## src/rtl/dmem_ctrl.sv

```systemverilog
// Multi-cycle word-addressed data memory for the 16-bit CPU.
// One lw/sw at a time: IDLE -> BUSY (LATENCY cycles) -> DONE, stalling the PC meanwhile.
module dmem_ctrl #(
  parameter int ADDR_W  = 5,
  parameter int LATENCY = 2
) (
  input  logic              clk,
  input  logic              rst,
  input  logic              mem_read,
  input  logic              mem_write,
  input  logic [15:0]       addr,
  input  logic [15:0]       wdata,
  output logic [15:0]       rdata,
  output logic              stall,
  output logic              done,
  output logic              err,
  input  logic [ADDR_W-1:0] dbg_addr,
  output logic [15:0]       dbg_data
);

  typedef enum logic [1:0] {IDLE, BUSY, DONE} state_t;

  localparam int         DEPTH    = 1 << ADDR_W;
  localparam logic [3:0] CNT_INIT = 4'(LATENCY - 1);

  state_t              state;
  logic [3:0]          cnt;
  logic                bad;
  logic                op_rd;
  logic                op_wr;
  logic [ADDR_W-1:0]   a;
  logic [15:0]         wd;
  logic [15:0]         mem [DEPTH];
  logic                req;

  assign req      = mem_read | mem_write;
  assign stall    = (state == IDLE && req) || (state == BUSY);
  assign dbg_data = mem[dbg_addr];

  always_ff @(posedge clk or posedge rst) begin
    if (rst) begin
      state <= IDLE;
      cnt   <= '0;
      bad   <= 1'b0;
      op_rd <= 1'b0;
      op_wr <= 1'b0;
      a     <= '0;
      wd    <= '0;
      rdata <= '0;
      done  <= 1'b0;
      err   <= 1'b0;
      for (int i = 0; i < DEPTH; i++) mem[i] <= '0;
    end else begin
      done <= 1'b0;
      err  <= 1'b0;
      case (state)
        IDLE: if (req) begin
          a     <= addr[ADDR_W-1:0];
          wd    <= wdata;
          op_rd <= mem_read;
          op_wr <= mem_write;
          // Upper address bits set, or a conflicting read+write, make the access illegal
          bad   <= ((addr >> ADDR_W) != 16'd0) || (mem_read && mem_write);
          cnt   <= CNT_INIT;
          state <= BUSY;
        end
        BUSY: begin
          if (cnt != 4'd0) begin
            cnt <= cnt - 4'd1;
          end else begin
            if (op_wr && !bad) mem[a] <= wd;
            if (op_rd) rdata <= bad ? 16'd0 : mem[a];
            done  <= 1'b1;
            err   <= bad;
            state <= DONE;
          end
        end
        DONE:    state <= IDLE;
        default: state <= IDLE;
      endcase
    end
  end

endmodule

```

## config.mk

```make
export PLATFORM = sky130hd
export DESIGN_NAME = dmem_ctrl
export DESIGN_NICKNAME = d
export VERILOG_FILES = /design/src/rtl/dmem_ctrl.sv
export SDC_FILE = /design/constraint.sdc
export NUM_CORES = 1
export LEC_CHECK = 0
export BUFFER_PORTS_ARGS = -buffer_cell sky130_fd_sc_hd__buf_2
export CAP_MARGIN = 10
export CORE_UTILIZATION = 55
export CTS_BUF_LIST = sky130_fd_sc_hd__clkbuf_4 sky130_fd_sc_hd__clkbuf_8
export CTS_CLUSTER_DIAMETER = 80
export DETAILED_ROUTE_END_ITERATION = 7
export PLACE_DENSITY = 0.72
export SETUP_SLACK_MARGIN = 0.15
export SKIP_CTS_REPAIR_TIMING = 1
export SYNTH_ARGS = -nofsm -noshare
export SYNTH_HDL_FRONTEND = slang
export SYNTH_SLANG_ARGS = --single-unit
```

## constraint.sdc

```tcl
create_clock -name clk -period 30.2 [get_ports clk]
set_input_delay 6.04 -clock clk [delete_from_list [all_inputs] [get_ports clk]]
set_output_delay 6.04 -clock clk [all_outputs]
set_load 0.02 [all_outputs]
```

# After elaboration in Yosys (flattened, before gate mapping)
# Index checks and enable logic that the tools add are counted.
[word_totals]
in_bits = 41
register_bits = 560
output_inout_bits = 35
[classes]
eq_ne = 4
add_sub_neg = 1
mux = 20
magnitude_cmp = 3
reduce_logical = 16
bitwise_logic = 4
[op_table]
columns = ["operator", "count"]
rows = [
  ["bitwise mux 512 bit", 1],
  ["binary-select mux 16 bit (select 5 bit)", 2],
  ["2-to-1 mux 16 bit", 6],
  ["demux 16 bit (select 5 bit)", 1],
  ["nonzero test 16 bit", 1],
  ["greater-or-equal comparator 6 bit, second input constant", 2],
  ["inverter 5 -> 6 bit", 2],
  ["AND reduction 3 bit", 3],
  ["2-to-1 mux 4 bit", 2],
  ["case mux 4 bit (2 select lines)", 1],
  ["less-than comparator 6 x 1 -> 1 bit, second input constant", 1],
  ["logical AND 1 bit", 4],
  ["2-to-1 mux 1 bit", 4],
  ["2-to-1 mux 2 bit", 2],
  ["inequality test 2 bit, second input constant", 2],
  ["case mux 2 bit (2 select lines)", 1],
  ["AND reduction 2 bit", 2],
  ["nonzero test 4 bit", 1],
  ["subtractor 4 x 1 -> 4 bit, second input constant", 1],
  ["== test 2 x 1 -> 1 bit, second input constant", 1],
  ["logical NOT 2 bit", 1],
  ["logical OR 1 bit", 2],
  ["inequality test 2 x 1 -> 1 bit, second input constant", 1],
  ["nonzero test 2 bit", 1],
  ["other kinds (3)", 3],
]

# Logic depth before layout (Yosys ltp)
# Gate-level depths: netlist of run 1.
[depth]
depth_word = 6
mapped_depth = 10

# Worst setup path before layout of run 1
# No wires, ideal clock.
[synth_path]
path_type = "input port to output port"
startpoint = "input dbg_addr[1]"
endpoint = "output dbg_data[10]"
cell_stages = 8
slack_ps = 16453
arrival_ps = 7707
path_buffers = 4
path_cell_list = "buf_2 buf_2 buf_2 buf_2 mux2i_1 a22oi_1 a31oi_1 a21oi_1"
[synth_between]
elab_chain_cells = 4
[synth_rtl]
columns = ["element", "line", "source"]
rows = [
  ["start, declared", "17", "input logic [ADDR_W-1:0] dbg_addr,"],
  ["inverter 5 -> 6 bit (not written as such)", "38", "assign dbg_data = mem[dbg_addr];"],
  ["binary-select mux 16 bit (select 5 bit)", "38", ""],
  ["2-to-1 mux 16 bit (not written as such) (2 in series)", "38", ""],
  ["end, declared", "18", "output logic [15:0] dbg_data"],
]
# Every way passes these cells. The select of a mux whose other input is x is not followed.

# Worst setup path in the final report of run 1
[layout_path]
startpoint = "input dbg_addr[1]"
endpoint = "output dbg_data[15]"
# Same word-level chain as after synthesis.

==> impl_metrics.tcl, run 1 <==
set metrics [dict create \
    synth-seq-cells 560 \
    grt_max_degree 173 \
    synth.largest_area_cell "dfrtp_1" \
    slew_headroom_pct 17.30 \
    die_area_um2 54960 \
    period_share_pct 54.02 \
    ios 76 \
    synth_top_family_by_area "multiplexers" \
    yosysWarnings 0 \
    layout_min_cycle_time_ns 16.31 \
    ir_drop_v 0.00009588 \
    synth-edff-count 0 \
    viasPerCell 6.768 \
    finalSetupTns_ns 0 \
    rsz0062_at_grt "no" \
    place_ws_ns 14.03 \
    worst_hold_path_type "flop to flop" \
    final_common_cell "dfrtp_1" \
    area_delta_synth_final_pct 8.901 \
    timing.rr.end "rdata[9]$_DFFE_PP0P_" \
    numCtsBuffers 96 \
    cp-end-kind "output port" \
    power.leakage_uw 0.01567 \
    criticalPathCategory "input port to output port" \
    grt_pass1_wl_um 134300 \
    antenna_found_initial 3 \
    syn_area_um2 29720 \
    ys_seq_area_share_pct 47.16 \
    drt-pass1-iter-count 5 \
    async_flop_share_pct 100.0 \
    netlist.area_leader.share_pct 47.16 \
    synth.area.top_cells "dfrtp_1 47%, mux2_2 20%, mux2i_1 13%" \
    core_area_um2 52970 \
    yosys.area_share.adder_pct 0.08421 \
    synth_compound_area_share_pct 6.438 \
    gp_congestion 0.8447 \
    fillers 4131 \
    clock_latency_ns 0.71 \
    crit_required_ns 24.16 \
    post-route-drc-count 0 \
    min_to "op_wr$_DFFE_PP0P_" \
    regToRegSetupSlack_ns 25.84 \
    status "completed" \
    drtIter0Drc 1918 \
    finalNetCount 2281 \
    clk_pin_slew_ns 0.06 \
    hold_viol 0 \
    grt-ovfl-total 0 \
    die_w_um 234.4 \
    synthMuxAreaShare_pct 38.85 \
    clockRootBuffer "clkbuf_8" \
    final_max_slew_viol_count 0 \
    grt_usage_pct 33.61 \
    maxCapViolations 0 \
    drive_gt1_share_pct 40.68 \
    layout_common_cells "559 x dfrtp_1, 533 x mux2_2, 381 x mux2i_1" \
    die_y_um 234.4 \
    antenna_left 0 \
    yosys.area_share.simple_pct 3.991 \
    p_per_area_nw_per_um2 62.87 \
    clock.fmax_mhz 61.30 \
    cts.sinks 560 \
    finalWorstSetupSlack_ns 13.89 \
    min_from "op_wr$_DFFE_PP0P_" \
    io_buffer_count 75 \
    cts_buffer_depth 3 \
    cts_tree "yes" \
    num_rows 84 \
    hold_path_depth 2 \
    initial_core_util_pct 56.10 \
    crit_path_start_kind "input port" \
    finalClockSkew_ns 0.03270 \
    path_cells "buf_8, buf_4, buf_4, mux4_2, mux2_2, o211ai_1, o211ai_1, buf_2" \
    ys_types 50 \
    reg2reg_depth 7 \
    setup_viol 0 \
    grt_pass1_vias 20870 \
    synth_cells 2248 \
    synth_xor_area_share_pct 0.05894 \
    avgSynthCellArea_um2 13.22 \
    worst-slew-pin-transition_ns 1.241 \
    path_max_fanout 81 \
    hpwl_um 50820 \
    wl_per_cell_um 30.12 \
    synth_nets 2291 \
    htreeDepth 3 \
    wirelength_um 90250 \
    slowest_stage "buf_4" \
    total_power_uw 2035 \
    r2r_start "a[1]$_DFFE_PP0P_" \
    synth_flop_cell "dfrtp_1" \
    max_stage_delay_ns 0.94 \
    via_count 20280 \
    crit_arrival_ns 10.27 \
]
==> cells in the mapped netlist (all sizes together), types with 2 or more instances <==
cell       n
nand2b    18
a22o      31
nand2     54
xor2       2
and2       2
nand4b     5
o211ai    18
nor2b      8
nand4bb    7
mux2     550
a31oi     15
o21ai     16
and2b      2
clkbuf   113
ha         2
or4        2
a21oi     47
inv        4
mux4      66
dfrtp    560
nor3       5
nor2      24
nor4      33
or4b       4
buf      103
a22oi     15
o22ai    128
a221o     15
nand4      3
mux2i    381
a221oi     2
nand3      7
==> worst max-delay path by stage <==
stage,slack (ns),end,depth (start not counted),startpoint
final,13.89,dbg_data[15],8,dbg_addr[1]
after detailed placement,14.03,dbg_data[15],8,dbg_addr[1]
after global placement,14.10,dbg_data[15],8,dbg_addr[1]
after global routing,13.81,dbg_data[15],8,dbg_addr[1]
after CTS,14.02,dbg_data[15],8,dbg_addr[1]
after floorplan,8.50,a[0]$_DFFE_PP0P_,1,rst
==> final cells by class <==
class	count	area, um2	area share, %
clock buffers	151	1891	5.842
repair buffers	108	660.6	2.041
flip-flops and latches	560	14020	43.31
clock inverters	15	112.6	0.3480
well taps	688	860.8	2.660
diodes	2	5.005	0.01546
inverters	4	22.52	0.06959
multi-input cells	1468	14790	45.71
==> flip-flops by register name, indices dropped and copies added, names as in the netlist <==
name and count:
op_wr 1, op_rd 1, state 2, err 1, bad 1, rdata 16, done 1, cnt 4
wd 16, a 5, mem 512
==> where the power goes <==
part	switching, uW	total [uW]	internal (uW)
Sequential	148	920	772
Combinational	242	397	155
Clock	315	718	403
Total	705	2030	1330
==> per-stage QoR <==
stage	instance area [um2]	util, %	cells	hold slack (ns)
after global placement	30350	57.30	2828	0.4556
after global routing	32360	61.09	2994	0.4989
after CTS	32360	61.09	2994	0.4814
final	32360	61.09	2996	0.4760
after detailed placement	30350	57.30	2828	0.4668
after floorplan	29720	-	2248	0.4372
==> cell families after synthesis <==
logic type	Yosys count
buffers and inverters	220
xor gates and xnor gates	2
and+or+nand+nor	178
DFF	560
adders and majority gates	2
muxes	997
AOI/OAI and AO/OA	289
==> per-layer routing <==
layer	vias up	global-route usage [%]	wire length [um]
li1	8479	-	-
met1	10620	43.77	36280
met2	907	53.21	42480
met3	275	7.570	6835
met4	0	16.23	4659
met5	-	0	0
==> critical path: cells and delay by family <==
| family | cells | cell delay (ns) |
|---|---|---|
| compound gates | 2 | 0.45 |
| buf+inv | 4 | 2.65 |
| mux | 2 | 0.88 |
(Power assumes the default switching activity.)
==> inputs of run 2 (changes only) <==
==> constraint.sdc (replaced) <==
create_clock -name clk -period 16.4 [get_ports clk]
set_input_delay 3.28 -clock clk [delete_from_list [all_inputs] [get_ports clk]]
set_output_delay 3.28 -clock clk [all_outputs]
set_load 0.02 [all_outputs]
==> impl_metrics.tcl, run 2 (synthesis results as in run 1) <==
set metrics [dict create \
    status "completed" \
    fillers 4214 \
    total_power_uw 3790 \
    hpwl_um 51600 \
    cts_buffer_depth 3 \
    final_max_slew_viol_count 0 \
    period_share_pct 58.22 \
    grt_pass1_vias 20970 \
    crit_path_start_kind "input port" \
    grt-ovfl-total 0 \
    finalSetupTns_ns 0 \
    drtIter0Drc 1833 \
    antenna_found_initial 3 \
    die_y_um 234.4 \
    via_count 20400 \
    antenna_left 0 \
    cts_tree "yes" \
    crit_start "dbg_addr[1]" \
    layout_common_cells "559 x dfrtp_1, 533 x mux2_2, 381 x mux2i_1" \
    finalNetCount 2282 \
    grt_max_degree 198 \
    die_w_um 234.4 \
    gp_congestion 0.8455 \
    cp_common_cell "o211ai_1" \
    drt-pass1-iter-count 5 \
    timing.rr.end "rdata[1]$_DFFE_PP0P_" \
    viasPerCell 6.797 \
    top_regs "mem x512, rdata x16, wd x16" \
    largest_register_ff_count 512 \
    slew_headroom_pct 18.62 \
    layout_min_cycle_time_ns 9.548 \
    initial_core_util_pct 56.10 \
    path_cells "buf_8, buf_12, mux4_2, mux2_2, o211ai_1, o211ai_1, buf_2" \
    antenna_cells 0 \
    path_max_fanout 99 \
    io_buffer_count 75 \
    crit_required_ns 13.12 \
    finalClockSkew_ns 0.03653 \
    drive_gt1_share_pct 40.86 \
    numCtsBuffers 97 \
    cts.sinks 560 \
    clock_latency_ns 0.72 \
    setup.worst_path.end "dbg_data[15]" \
    post-route-drc-count 0 \
    regToRegSetupSlack_ns 12.05 \
    num_rows 84 \
    worst_hold_path_type "flop to flop" \
    htreeDepth 3 \
    crit_arrival_ns 6.27 \
    clockRootBuffer "clkbuf_8" \
    wl_per_cell_um 29.99 \
    whs_ns 0.4818 \
    fin_area_um2 32420 \
    area_delta_synth_final_pct 9.107 \
    ir_drop_v 0.0001507 \
    grt_usage_pct 33.48 \
    clk_pin_slew_ns 0.06 \
    clock.fmax_mhz 104.7 \
    final_common_cell "dfrtp_1" \
    die_area_um2 54960 \
    reg2reg_depth 7 \
    max_stage_delay_ns 0.67 \
    criticalPathCategory "input port to output port" \
    dpl_cell_area_um2 30350 \
    wirelength_um 89990 \
    regMostFlops "mem" \
    worst-slew-pin-transition_ns 1.214 \
    p_per_area_nw_per_um2 116.9 \
    r2r_start "a[1]$_DFFE_PP0P_" \
    hold_viol 0 \
    cp-end-kind "output port" \
    setup_viol 0 \
    power.leakage_uw 0.01571 \
    rsz0062_at_grt "no" \
    core_area_um2 52970 \
    ios 76 \
    maxCapViolations 0 \
    slowest_stage "buf_8" \
    grt_pass1_wl_um 134100 \
]
run 2: changes by cell type in the layout (fill, tap and decap cells not counted), sizes merged:
cell / delta
clkinv: +6
bufinv: +1
clkinvlp: -1
clkbuf: -1
inv: +2
diode: -2
run 2: worst min path at each step:
stage / cells after the start / start / slack, ns / endpoint
2_1_floorplan: 2 / op_wr$_DFFE_PP0P_ / 0.44 / op_wr$_DFFE_PP0P_
3_3_place_gp: 2 / op_wr$_DFFE_PP0P_ / 0.46 / op_wr$_DFFE_PP0P_
3_5_place_dp: 2 / op_wr$_DFFE_PP0P_ / 0.46 / op_wr$_DFFE_PP0P_
4_1_cts: 2 / op_wr$_DFFE_PP0P_ / 0.48 / op_wr$_DFFE_PP0P_
5_1_grt: 2 / op_rd$_DFFE_PP0P_ / 0.50 / op_rd$_DFFE_PP0P_
6_report: 2 / op_wr$_DFFE_PP0P_ / 0.48 / op_wr$_DFFE_PP0P_
run 2: stage by stage:
| stage | setup slack (ns) | instances | util (%) |
|---|---|---|---|
| 2_1_floorplan | 5.496 | 2248 | - |
| 3_3_place_gp | 6.890 | 2828 | 57.30 |
| 3_5_place_dp | 6.857 | 2828 | 57.30 |
| 4_1_cts | 6.862 | 3001 | 61.21 |
| 5_1_grt | 6.773 | 3001 | 61.21 |
| 6_report | 6.852 | 3001 | 61.21 |
run 2: layout make-up:
type                    count  area, um2  share of cell area [%]
clock buffers             150       1889                   5.827
inverters                   4      18.77                 0.05788
well taps                 688      860.8                   2.655
clock inverters            23      183.9                  0.5673
multi-input cells        1468      14790                   45.62
repair buffers            108      660.6                   2.038
flip-flops and latches    560      14020                   43.23
run 2: layer usage:
metal | vias up | GRT usage, % | wire length (um)
li1 | 8502 | - | -
met1 | 10640 | 43.28 | 35810
met2 | 950 | 53.21 | 42510
met3 | 303 | 7.086 | 6868
met4 | 2 | 17.28 | 4794
met5 | - | 0 | 11
run 2: where the power goes:
part           internal [uW]  switching (uW)  leakage [uW]  total, uW
clock network            764             600       0.00111       1360
registers               1420             266       0.00776       1690
logic                    284             456       0.00684        740
run 2: worst max-delay path, delay by kind of cell:
| family | cells | cell delay (ns) |
|---|---|---|
| multiplexers | 2 | 0.86 |
| AO/OA/AOI/OAI | 2 | 0.40 |
| buffers and inverters | 3 | 1.55 |
==> inputs of run 3 (changes only) <==
--- a/config.mk
+++ b/config.mk
@@ -11,7 +11,7 @@
 export CTS_BUF_LIST = sky130_fd_sc_hd__clkbuf_4 sky130_fd_sc_hd__clkbuf_8
 export CTS_CLUSTER_DIAMETER = 80
 export DETAILED_ROUTE_END_ITERATION = 7
-export PLACE_DENSITY = 0.72
+export PLACE_DENSITY = 0.74
 export SETUP_SLACK_MARGIN = 0.15
 export SKIP_CTS_REPAIR_TIMING = 1
 export SYNTH_ARGS = -nofsm -noshare
==> constraint.sdc (replaced) <==
create_clock -name clk -period 8.6 [get_ports clk]
set_input_delay 1.72 -clock clk [delete_from_list [all_inputs] [get_ports clk]]
set_output_delay 1.72 -clock clk [all_outputs]
set_load 0.02 [all_outputs]
==> impl_metrics.tcl, run 3 (synthesis results as in run 1) <==
set metrics [dict create \
    area_delta_synth_final_pct 8.846 \
    die_area_um2 54960 \
    slowest_stage "and2_1" \
    drtIter0Drc 1644 \
    grt_max_degree 158 \
    ios 76 \
    dpl_cell_area_um2 30380 \
    final_common_cell "dfrtp_1" \
    worst-slew-pin-transition_ns 1.263 \
    ir_drop_v 0.0003232 \
    gp_congestion 0.8434 \
    via_count 20380 \
    finalNetCount 2280 \
    layout_min_cycle_time_ns 6.480 \
    total_power_uw 7128 \
    top_regs "mem x512, rdata x16, wd x16" \
    drive_gt1_share_pct 40.53 \
    finalClockSkew_ns 0.02417 \
    layout_common_cells "559 x dfrtp_1, 533 x mux2_2, 381 x mux2i_1" \
    grt_pass1_vias 20790 \
    post-route-drc-count 0 \
    grt_pass1_wl_um 132800 \
    path_cells "buf_2, and2_1, buf_4, a221o_1, o21ai_0, a21oi_1, a21oi_1, buf_2" \
    hold_viol 0 \
    worst_hold_path_type "flop to flop" \
    antenna_cells 0 \
    fillers 4145 \
    hpwl_um 51540 \
    cts_tree "yes" \
    num_rows 84 \
    largest_register_ff_count 512 \
    fin_util_pct 61.06 \
    grt_usage_pct 33.13 \
    htreeDepth 3 \
    grt-ovfl-total 0 \
    criticalPathCategory "input port to output port" \
    antenna_found_initial 1 \
    viasPerCell 6.816 \
    die_w_um 234.4 \
    wirelength_um 89320 \
    die_y_um 234.4 \
    core_area_um2 52970 \
    regMostFlops "mem" \
    max_stage_delay_ns 0.96 \
    crit_required_ns 6.88 \
    cp-end-kind "output port" \
    setup_viol 0 \
    final_max_slew_viol_count 0 \
    p_per_area_nw_per_um2 220.4 \
    numCtsBuffers 96 \
    slew_headroom_pct 15.64 \
    finalSetupTns_ns 0 \
    antenna_left 0 \
    io_buffer_count 75 \
    clk_pin_slew_ns 0.06 \
    clock_latency_ns 0.71 \
    period_share_pct 75.35 \
    drt-pass1-iter-count 5 \
    power.leakage_uw 0.01566 \
    path_max_fanout 26 \
    whs_ns 0.4705 \
    cts_buffer_depth 3 \
    fin_area_um2 32350 \
    maxCapViolations 0 \
    initial_core_util_pct 56.10 \
    crit_path_start_kind "input port" \
    status "completed" \
    rsz0062_at_grt "no" \
    crit_arrival_ns 4.76 \
    wl_per_cell_um 29.87 \
    clockRootBuffer "clkbuf_8" \
    clock.fmax_mhz 154.3 \
    cts.sinks 560 \
]
run 3: cell types whose count changed in the layout (fill, tap and decap cells not counted), moves of 3 or more:
cell      before  now
buf_4         32   28
clkbuf_8     122  119
clkinv_2      15   11
clkbuf_4      28   25
buf_12         2    5
run 3: layer usage:
layer | share of wire [%] | vias up | global-route usage, %
met4 | 6.0 | 2 | 18.29
met5 | 0.016 | - | 0
met2 | 46 | 956 | 51.70
met1 | 40 | 10620 | 42.57
met3 | 7.8 | 309 | 7.982
li1 | - | 8491 | -
run 3: final cells by class:
type	count	area [um2]	area share, %
Timing Repair Buffer	107	690.7	2.135
Tap cell	688	860.8	2.661
Sequential cell	560	14020	43.34
Inverter	4	18.77	0.05802
Clock buffer	144	1826	5.644
Multi-Input combinational cell	1468	14790	45.72
Clock inverter	19	145.1	0.4487
run 3: final timing paths:
path                              startpoint                     to  slack (ns)  cells past startpoint
min                        op_wr$_DFFE_PP0P_      op_wr$_DFFE_PP0P_        0.47                      2
max in group asynchronous                rst       a[1]$_DFFE_PP0P_        5.94                      4
min in group asynchronous                rst   mem[288]$_DFFE_PP0P_        1.18                      3
min reg2reg                op_wr$_DFFE_PP0P_      op_wr$_DFFE_PP0P_        0.47                      2
max                              dbg_addr[3]            dbg_data[0]        2.12                      8
max reg2reg                 a[1]$_DFFE_PP0P_  rdata[14]$_DFFE_PP0P_        4.89                      6
run 3: worst max-delay path: cells and delay by family:
kind | cells | cell delay, ns
compound gates | 4 | 0.67
buf+inv | 3 | 1.34
simple gates | 1 | 0.96
run 3: stage by stage:
step | setup slack [ns] | cells
after global routing | 2.184 | 2990
after floorplan | -0.7437 | 2248
after global placement | 2.275 | 2827
after CTS | 2.228 | 2990
after detailed placement | 2.239 | 2827
final | 2.120 | 2990
run 3: report_power, final:
part	total (uW)	internal (uW)	switching [uW]	leakage, uW
Clock	2510	1380	1130	0.00105
Sequential	3220	2710	515	0.00776
Combinational	1390	549	844	0.00686
